[config.mk]
export PLATFORM = sky130hd
export DESIGN_NAME = alu_md
export DESIGN_NICKNAME = d
export VERILOG_FILES = /design/src/rtl/alu_md.sv
export SDC_FILE = /design/constraint.sdc
export NUM_CORES = 2
export LEC_CHECK = 0
export BUFFER_PORTS_ARGS = -buffer_cell sky130_fd_sc_hd__clkbuf_2
export CORE_UTILIZATION = 50
export DETAILED_ROUTE_END_ITERATION = 7
export PLACE_DENSITY = 0.67
export SLEW_MARGIN = 0
export SYNTH_ARGS = -nofsm -noshare
export SYNTH_HDL_FRONTEND = slang
export SYNTH_SLANG_ARGS = --single-unit
[constraint.sdc]
create_clock -name clk -period 6.95 [get_ports clk]
set_clock_uncertainty 0.05 [all_clocks]
set_input_delay 1.7375 -clock clk [delete_from_list [all_inputs] [get_ports clk]]
set_output_delay 1.7375 -clock clk [all_outputs]
set_load 0.01 [all_outputs]
[src/rtl/alu_md.sv]
`default_nettype none
// ============================================================================
// Module   : alu_md
// Brief    : Execute-stage integer unit. Base ALU ops complete in one cycle;
//            RV32M multiply/divide run on an iterative radix-2 datapath under
//            a SETUP/ITER/FIX sequencer. valid/ready on both sides, flush abort.
// Revision : 1.0 - initial release
// ============================================================================
module alu_md #(
    parameter int XLEN = 32,
    parameter int SHW  = $clog2(XLEN)
) (
    input  logic            clk,
    input  logic            rst,
    input  logic            flush,
    input  logic            in_valid,
    output logic            in_ready,
    input  logic [4:0]      aluop,
    input  logic [XLEN-1:0] aluin1,
    input  logic [XLEN-1:0] aluin2,
    output logic            out_valid,
    input  logic            out_ready,
    output logic [XLEN-1:0] aluout,
    output logic            busy
);
    typedef enum logic [1:0] {
        S_IDLE  = 2'd0,
        S_SETUP = 2'd1,
        S_ITER  = 2'd2,
        S_FIX   = 2'd3
    } state_t;

    localparam logic [XLEN-1:0] INT_MIN  = {1'b1, {(XLEN-1){1'b0}}};
    localparam logic [SHW-1:0]  CNT_LAST = SHW'(XLEN - 1);

    state_t            state, state_nxt;
    logic [SHW-1:0]    cnt;
    logic [2:0]        op_q;          // low bits of the M opcode being iterated
    logic [XLEN-1:0]   opa_q, opb_q;  // raw operands captured at acceptance
    logic [XLEN-1:0]   mcand;         // multiplicand or divisor magnitude
    logic [XLEN-1:0]   hi, lo;        // product high/low, or remainder/quotient
    logic              sign_q;        // negate product / quotient at the end
    logic              sign_r;        // negate remainder at the end

    logic              accept, is_m, div_zero, div_ovf, special;
    logic              start_long, load_quick;
    logic [SHW-1:0]    shamt;
    logic [XLEN-1:0]   quick_res, fix_res;
    logic              a_sgn, b_sgn, a_neg, b_neg;
    logic [XLEN-1:0]   mag_a, mag_b;
    logic [XLEN:0]     mul_sum, div_shift, div_diff;
    logic [2*XLEN-1:0] prod, prod_s;

    assign in_ready   = (state == S_IDLE) && (!out_valid || out_ready) && !rst && !flush;
    assign busy       = (state != S_IDLE);
    assign accept     = in_valid && in_ready;
    assign is_m       = (aluop[4:3] == 2'b10);
    assign div_zero   = (aluin2 == '0);
    assign div_ovf    = !aluop[0] && (aluin1 == INT_MIN) && (aluin2 == '1);
    // Divide-by-zero and signed overflow have closed-form answers: no iteration.
    assign special    = is_m && aluop[2] && (div_zero || div_ovf);
    assign start_long = accept && is_m && !special;
    assign load_quick = accept && !start_long;
    assign shamt      = aluin2[SHW-1:0];

    // Single-cycle results: base ops, div special cases, illegal codes (zero).
    always_comb begin
        quick_res = '0;
        case (aluop)
            5'h00:   quick_res = aluin1 + aluin2;
            5'h01:   quick_res = aluin1 - aluin2;
            5'h02:   quick_res = aluin1 << shamt;
            5'h03:   quick_res = aluin1 ^ aluin2;
            5'h04:   quick_res = aluin1 >> shamt;
            5'h05:   quick_res = $signed(aluin1) >>> shamt;
            5'h06:   quick_res = aluin1 | aluin2;
            5'h07:   quick_res = aluin1 & aluin2;
            5'h08:   quick_res = {{(XLEN-1){1'b0}}, ($signed(aluin1) < $signed(aluin2))};
            5'h09:   quick_res = {{(XLEN-1){1'b0}}, (aluin1 < aluin2)};
            5'h14:   quick_res = div_zero ? '1 : aluin1;
            5'h15:   quick_res = '1;
            5'h16:   quick_res = div_zero ? aluin1 : '0;
            5'h17:   quick_res = aluin1;
            default: quick_res = '0;
        endcase
    end

    // Operand signedness per opcode: MULH s*s, MULHSU s*u, DIV/REM signed.
    assign a_sgn = op_q[2] ? !op_q[0] : ((op_q[1:0] == 2'b01) || (op_q[1:0] == 2'b10));
    assign b_sgn = op_q[2] ? !op_q[0] : (op_q[1:0] == 2'b01);
    assign a_neg = a_sgn && opa_q[XLEN-1];
    assign b_neg = b_sgn && opb_q[XLEN-1];
    assign mag_a = a_neg ? -opa_q : opa_q;
    assign mag_b = b_neg ? -opb_q : opb_q;

    // One shift-add step ({hi,lo} shifts right) and one restoring-divide step.
    assign mul_sum   = {1'b0, hi} + (lo[0] ? {1'b0, mcand} : '0);
    assign div_shift = {hi, lo[XLEN-1]};
    assign div_diff  = div_shift - {1'b0, mcand};

    assign prod   = {hi, lo};
    assign prod_s = sign_q ? -prod : prod;

    // Final sign fix-up and half / quotient-remainder selection.
    always_comb begin
        fix_res = '0;
        if (op_q[2]) begin
            if (op_q[1]) fix_res = sign_r ? -hi : hi;
            else         fix_res = sign_q ? -lo : lo;
        end else begin
            if (op_q[1:0] == 2'b00) fix_res = prod_s[XLEN-1:0];
            else                    fix_res = prod_s[2*XLEN-1:XLEN];
        end
    end

    // Next-state logic; flush always returns to IDLE.
    always_comb begin
        state_nxt = state;
        case (state)
            S_IDLE:  if (start_long) state_nxt = S_SETUP;
            S_SETUP: state_nxt = S_ITER;
            S_ITER:  if (cnt == CNT_LAST) state_nxt = S_FIX;
            S_FIX:   state_nxt = S_IDLE;
            default: state_nxt = S_IDLE;
        endcase
        if (flush) state_nxt = S_IDLE;
    end

    // State register.
    always_ff @(posedge clk) begin
        if (rst) state <= S_IDLE;
        else     state <= state_nxt;
    end

    // Iterative mul/div datapath.
    always_ff @(posedge clk) begin
        if (rst) begin
            cnt    <= '0;
            op_q   <= '0;
            opa_q  <= '0;
            opb_q  <= '0;
            mcand  <= '0;
            hi     <= '0;
            lo     <= '0;
            sign_q <= 1'b0;
            sign_r <= 1'b0;
        end else begin
            case (state)
                S_IDLE: begin
                    if (start_long) begin
                        op_q  <= aluop[2:0];
                        opa_q <= aluin1;
                        opb_q <= aluin2;
                    end
                end
                S_SETUP: begin
                    cnt    <= '0;
                    hi     <= '0;
                    sign_q <= a_neg ^ b_neg;
                    sign_r <= a_neg;
                    if (op_q[2]) begin
                        lo    <= mag_a;
                        mcand <= mag_b;
                    end else begin
                        lo    <= mag_b;
                        mcand <= mag_a;
                    end
                end
                S_ITER: begin
                    cnt <= cnt + SHW'(1);
                    if (op_q[2]) begin
                        if (!div_diff[XLEN]) begin
                            hi <= div_diff[XLEN-1:0];
                            lo <= {lo[XLEN-2:0], 1'b1};
                        end else begin
                            hi <= div_shift[XLEN-1:0];
                            lo <= {lo[XLEN-2:0], 1'b0};
                        end
                    end else begin
                        hi <= mul_sum[XLEN:1];
                        lo <= {mul_sum[0], lo[XLEN-1:1]};
                    end
                end
                default: ;
            endcase
        end
    end

    // Output register: loads on a quick result or in FIX, holds under backpressure.
    always_ff @(posedge clk) begin
        if (rst) begin
            out_valid <= 1'b0;
            aluout    <= '0;
        end else if (flush) begin
            out_valid <= 1'b0;
        end else if (load_quick) begin
            out_valid <= 1'b1;
            aluout    <= quick_res;
        end else if (state == S_FIX) begin
            out_valid <= 1'b1;
            aluout    <= fix_res;
        end else if (out_valid && out_ready) begin
            out_valid <= 1'b0;
        end
    end
endmodule
`default_nettype wire

==> results.yml <==
outcome:
  status: "finished clean"
logic_synthesis:
  synth_compound_gate_area_share_pct: 26.4
  synth_cells: 3452
  seq_area_frac_synth_pct: 16.0
  syn-cell-area_um2: 25600
  ys_async_sr_fraction_pct: 0
  synth-simple-area-share_pct: 19.9
  yosys_warnings: 0
  synth_top_family_by_area: "compound AO/OA/AOI/OAI gates"
  synth_adder_area_share_pct: 9.10
  synth_xor_area_share_pct: 7.62
  synthMuxAreaShare_pct: 14.1
  synth_edf_count: 0
  syn-num-nets: 3710
  yosys_register_bits: 205
  avgSynthCellArea_um2: 7.43
  synthFlopType: "dfxtp_1"
  synthDistinctLibCells: 99
floorplan:
  die_y_um: 228
  initial_utilization_pct: 50.9
  rows: 82
  die_w_um: 228
  io_pins: 109
  dieArea_um2: 52200
  coreArea_um2: 50400
critical_path:
  max_stage_delay_ns: 1.16
  reg2reg_slack_ns: 2.21
  r2r-start: "lo[31]"
  worst-endpoint-required_ns: 7.37
  r2r-end: "hi[14]"
  crit_chain: "buf_4 > nor3_1 > nand3_1 > nor3_1 > a21o_1 > a21oi_2 > nor2_8 > o21ba_2 > buf_4 > nor2_1 > a221o_1 > a221o_1"
  cp_slowest_cell: "nor3_1"
  reg2reg_depth: 15
  critical_path_class: "in2reg"
  cp_data_arrival_time_ns: 6.14
  end_kind: "flip-flop"
  start_kind: "primary input"
  critPathMaxFanout: 36
sta:
  min_period_ns: 5.72
  finalSetupViolCount: 0
  timing_hold_violations_final: 0
  period_share_pct: 82.3
  max_freq_mhz: 175
  final_max_slew_viol_count: 0
  rsz0062_at_grt: "false"
  tns_ns: 0
  slew-limit-headroom_pct: 6.24
  worst_pin_slew_ns: 1.40
power_and_ir_drop:
  switchingPower_uw: 1320
  combPwrFrac_pct: 29.3
  leakagePower_uw: 0.0111
  p_sw_share_pct: 36.1
  p_clk_share_pct: 37.9
  p_seq_share_pct: 32.8
  p_int_uw: 2340
  powerDensity_nw_per_um2: 134
  peakVddDrop_mv: 0.186
routing:
  drt-met1-wl_um: 49100
  ant_nets: 0
  wl_per_cell_um: 29.4
  met3_length_um: 16200
  wl_met2_um: 48000
  num_vias: 28500
  vias_per_cell: 7.01
  drtIter0Drc: 4130
  route.detailed.drc: 0
  dr.pass1.iters: 7
  top_layer_used: "met5"
  routed_wl_um: 120000
clock_tree:
  root_buffer: "clkbuf_16"
  cts_resized: 0
  clk_pin_slew_ns: 0.06
  post_cts_buffers: 0
  cts.sinks: 205
  cts-hold-fix-buffers: 0
  clockBufferDepth: 3
  clk_latency_ns: 0.58
  cts_tree: "built"
  htreeDepth: 1
  cts_buffers: 25
layout:
  syn_to_final_growth_pct: 6.61
  postLayoutCoreUtil_pct: 54.2
  fin_nets: 3636
  layout-drive-gt1-share_pct: 11.5
global_routing:
  antenna_found_initial: 6
  track_usage_pct: 44.2
  overflow: 0
  grt_pass1_vias: 25900
  grt_first_pass_wirelength_um: 174000
  grt_max_degree: 82
run:
  cap_violations: 0
min_path:
  hold_path_end: "mcand[22]"
  hold_class: "reg2reg"
  hold_start: "mcand[22]"
  hold_depth: 2
placement:
  io_buffers: 108
  gp_congestion: 1.07
  hpwl_um: 91900
[cell usage after synthesis, drive strengths merged, types with 16 or more instances]
cell type	n	area (um2)
dfxtp	205	4100
nor4	28	181
inv	178	668
or2	19	121
nand4	31	200
o211ai	47	353
mux2	20	225
o41ai	19	189
a31oi	21	131
o21bai	16	120
o21ai	216	1080
buf	66	308
o31ai	48	374
o22ai	19	119
nand3	57	290
o221ai	20	175
a21oi	309	1550
ha	180	2250
xor2	99	867
nor3	68	345
mux2i	117	1170
a22oi	52	395
or3	24	150
or4	21	161
nand2	369	1390
nor2b	18	113
and3	24	150
a211oi	48	360
a221oi	24	216
clkbuf	204	766
a21o	49	368
nor2	384	1460
mux4	98	2210
o21a	22	165
nand2b	30	188
xnor2	124	1090
[worst max-delay path: cells and delay by family]
kind            cells  cell delay, ns
buf+inv             2            0.60
simple gates        5            2.48
compound gates      5            1.30
[routing by layer]
metal,up-vias,global-route usage (%)
met5,-,0
met4,2,20.7
met3,334,13.9
met2,1959,62.1
met1,13800,61.0
li1,12400,-
[power by group through the flow]
stage               Clock, uW  Combinational (uW)  Sequential [uW]
finish                   1380                1070             1200
detailed placement          0                1010             1230
global placement            0                1010             1220
floorplan                   0                 645             1220
global route             1430                1110             1200
CTS                      1380                1010             1200
[logic make-up (layout without fill, tap and decap cells)]
logic type	count (synthesis)	in the layout
AO/OA/AOI/OAI	1038	1038
XOR/XNOR	223	223
adder cells (fa/ha/maj)	184	184
buffers and inverters	451	396
flip-flops	205	205
multiplexers	235	235
other	0	5
AND/OR/NAND/NOR	1116	1116
[per-stage QoR]
step | instances | setup WS [ns] | power [uW] | instance area (um2) | hold slack, ns
final | 4074 | 1.23 | 3650 | 27300 | 0.418
after global routing | 4069 | 1.17 | 3740 | 27300 | 0.449
after CTS | 4068 | 1.48 | 3600 | 27300 | 0.420
after detailed placement | 4022 | 0.895 | 2230 | 26500 | 0.411
after global placement | 4022 | 0.876 | 2230 | 26500 | 0.410
after floorplan | 3452 | 1.27 | 1870 | 25600 | 0.394
[cells in the final DEF (no fill, tap or decap), types with 21 or more instances in the layout]
cell and instances:
o21a_1 22, inv_1 173, a31oi_1 21, o31ai_1 47
or3_1 24, o211ai_1 47, mux2i_1 117, a221oi_1 23
nand2_1 369, a21o_1 49, nand4_1 30, buf_4 63
clkbuf_16 25, mux4_2 98, nand3_1 55, ha_1 178
nor4_1 26, clkbuf_2 106, a21oi_1 308, xnor2_1 124
o21ai_0 207, xor2_1 99, nor3_1 63, a211oi_1 48
a22oi_1 51, and3_1 24, dfxtp_1 203, nor2_1 382
nand2b_1 30
[sequential cells by signal, indices dropped and copies added (netlist names)]
register,flops
op_q,3
cnt,5
lo,32
aluout,32
opa_q,32
sign_r,1
hi,32
mcand,32
out_valid,1
opb_q,32
sign_q,1
state,2
[worst max-delay path by stage]
stage,depth (start not counted),slack [ns],startpoint,endpoint
floorplan,15,1.27,aluin2[2],aluout[25]
global route,12,1.17,aluin2[1],aluout[31]
global placement,11,0.88,aluin2[0],aluout[10]
CTS,12,1.48,aluin2[1],aluout[31]
finish,12,1.23,aluin2[1],aluout[31]
detailed placement,12,0.90,aluin2[1],aluout[31]
[cell type report]
| cell class | count | area (um2) |
|---|---|---|
| inverter | 181 | 681 |
| antenna | 5 | 12.5 |
| sequential | 205 | 4110 |
| clock buffer | 34 | 689 |
| fill | 4957 | 23000 |
| tap | 672 | 841 |
| clock inverter | 12 | 153 |
| multi-input combinational | 2796 | 19800 |
| timing repair buffer | 169 | 1000 |
Note: power is estimated with default switching activity, not from simulation.
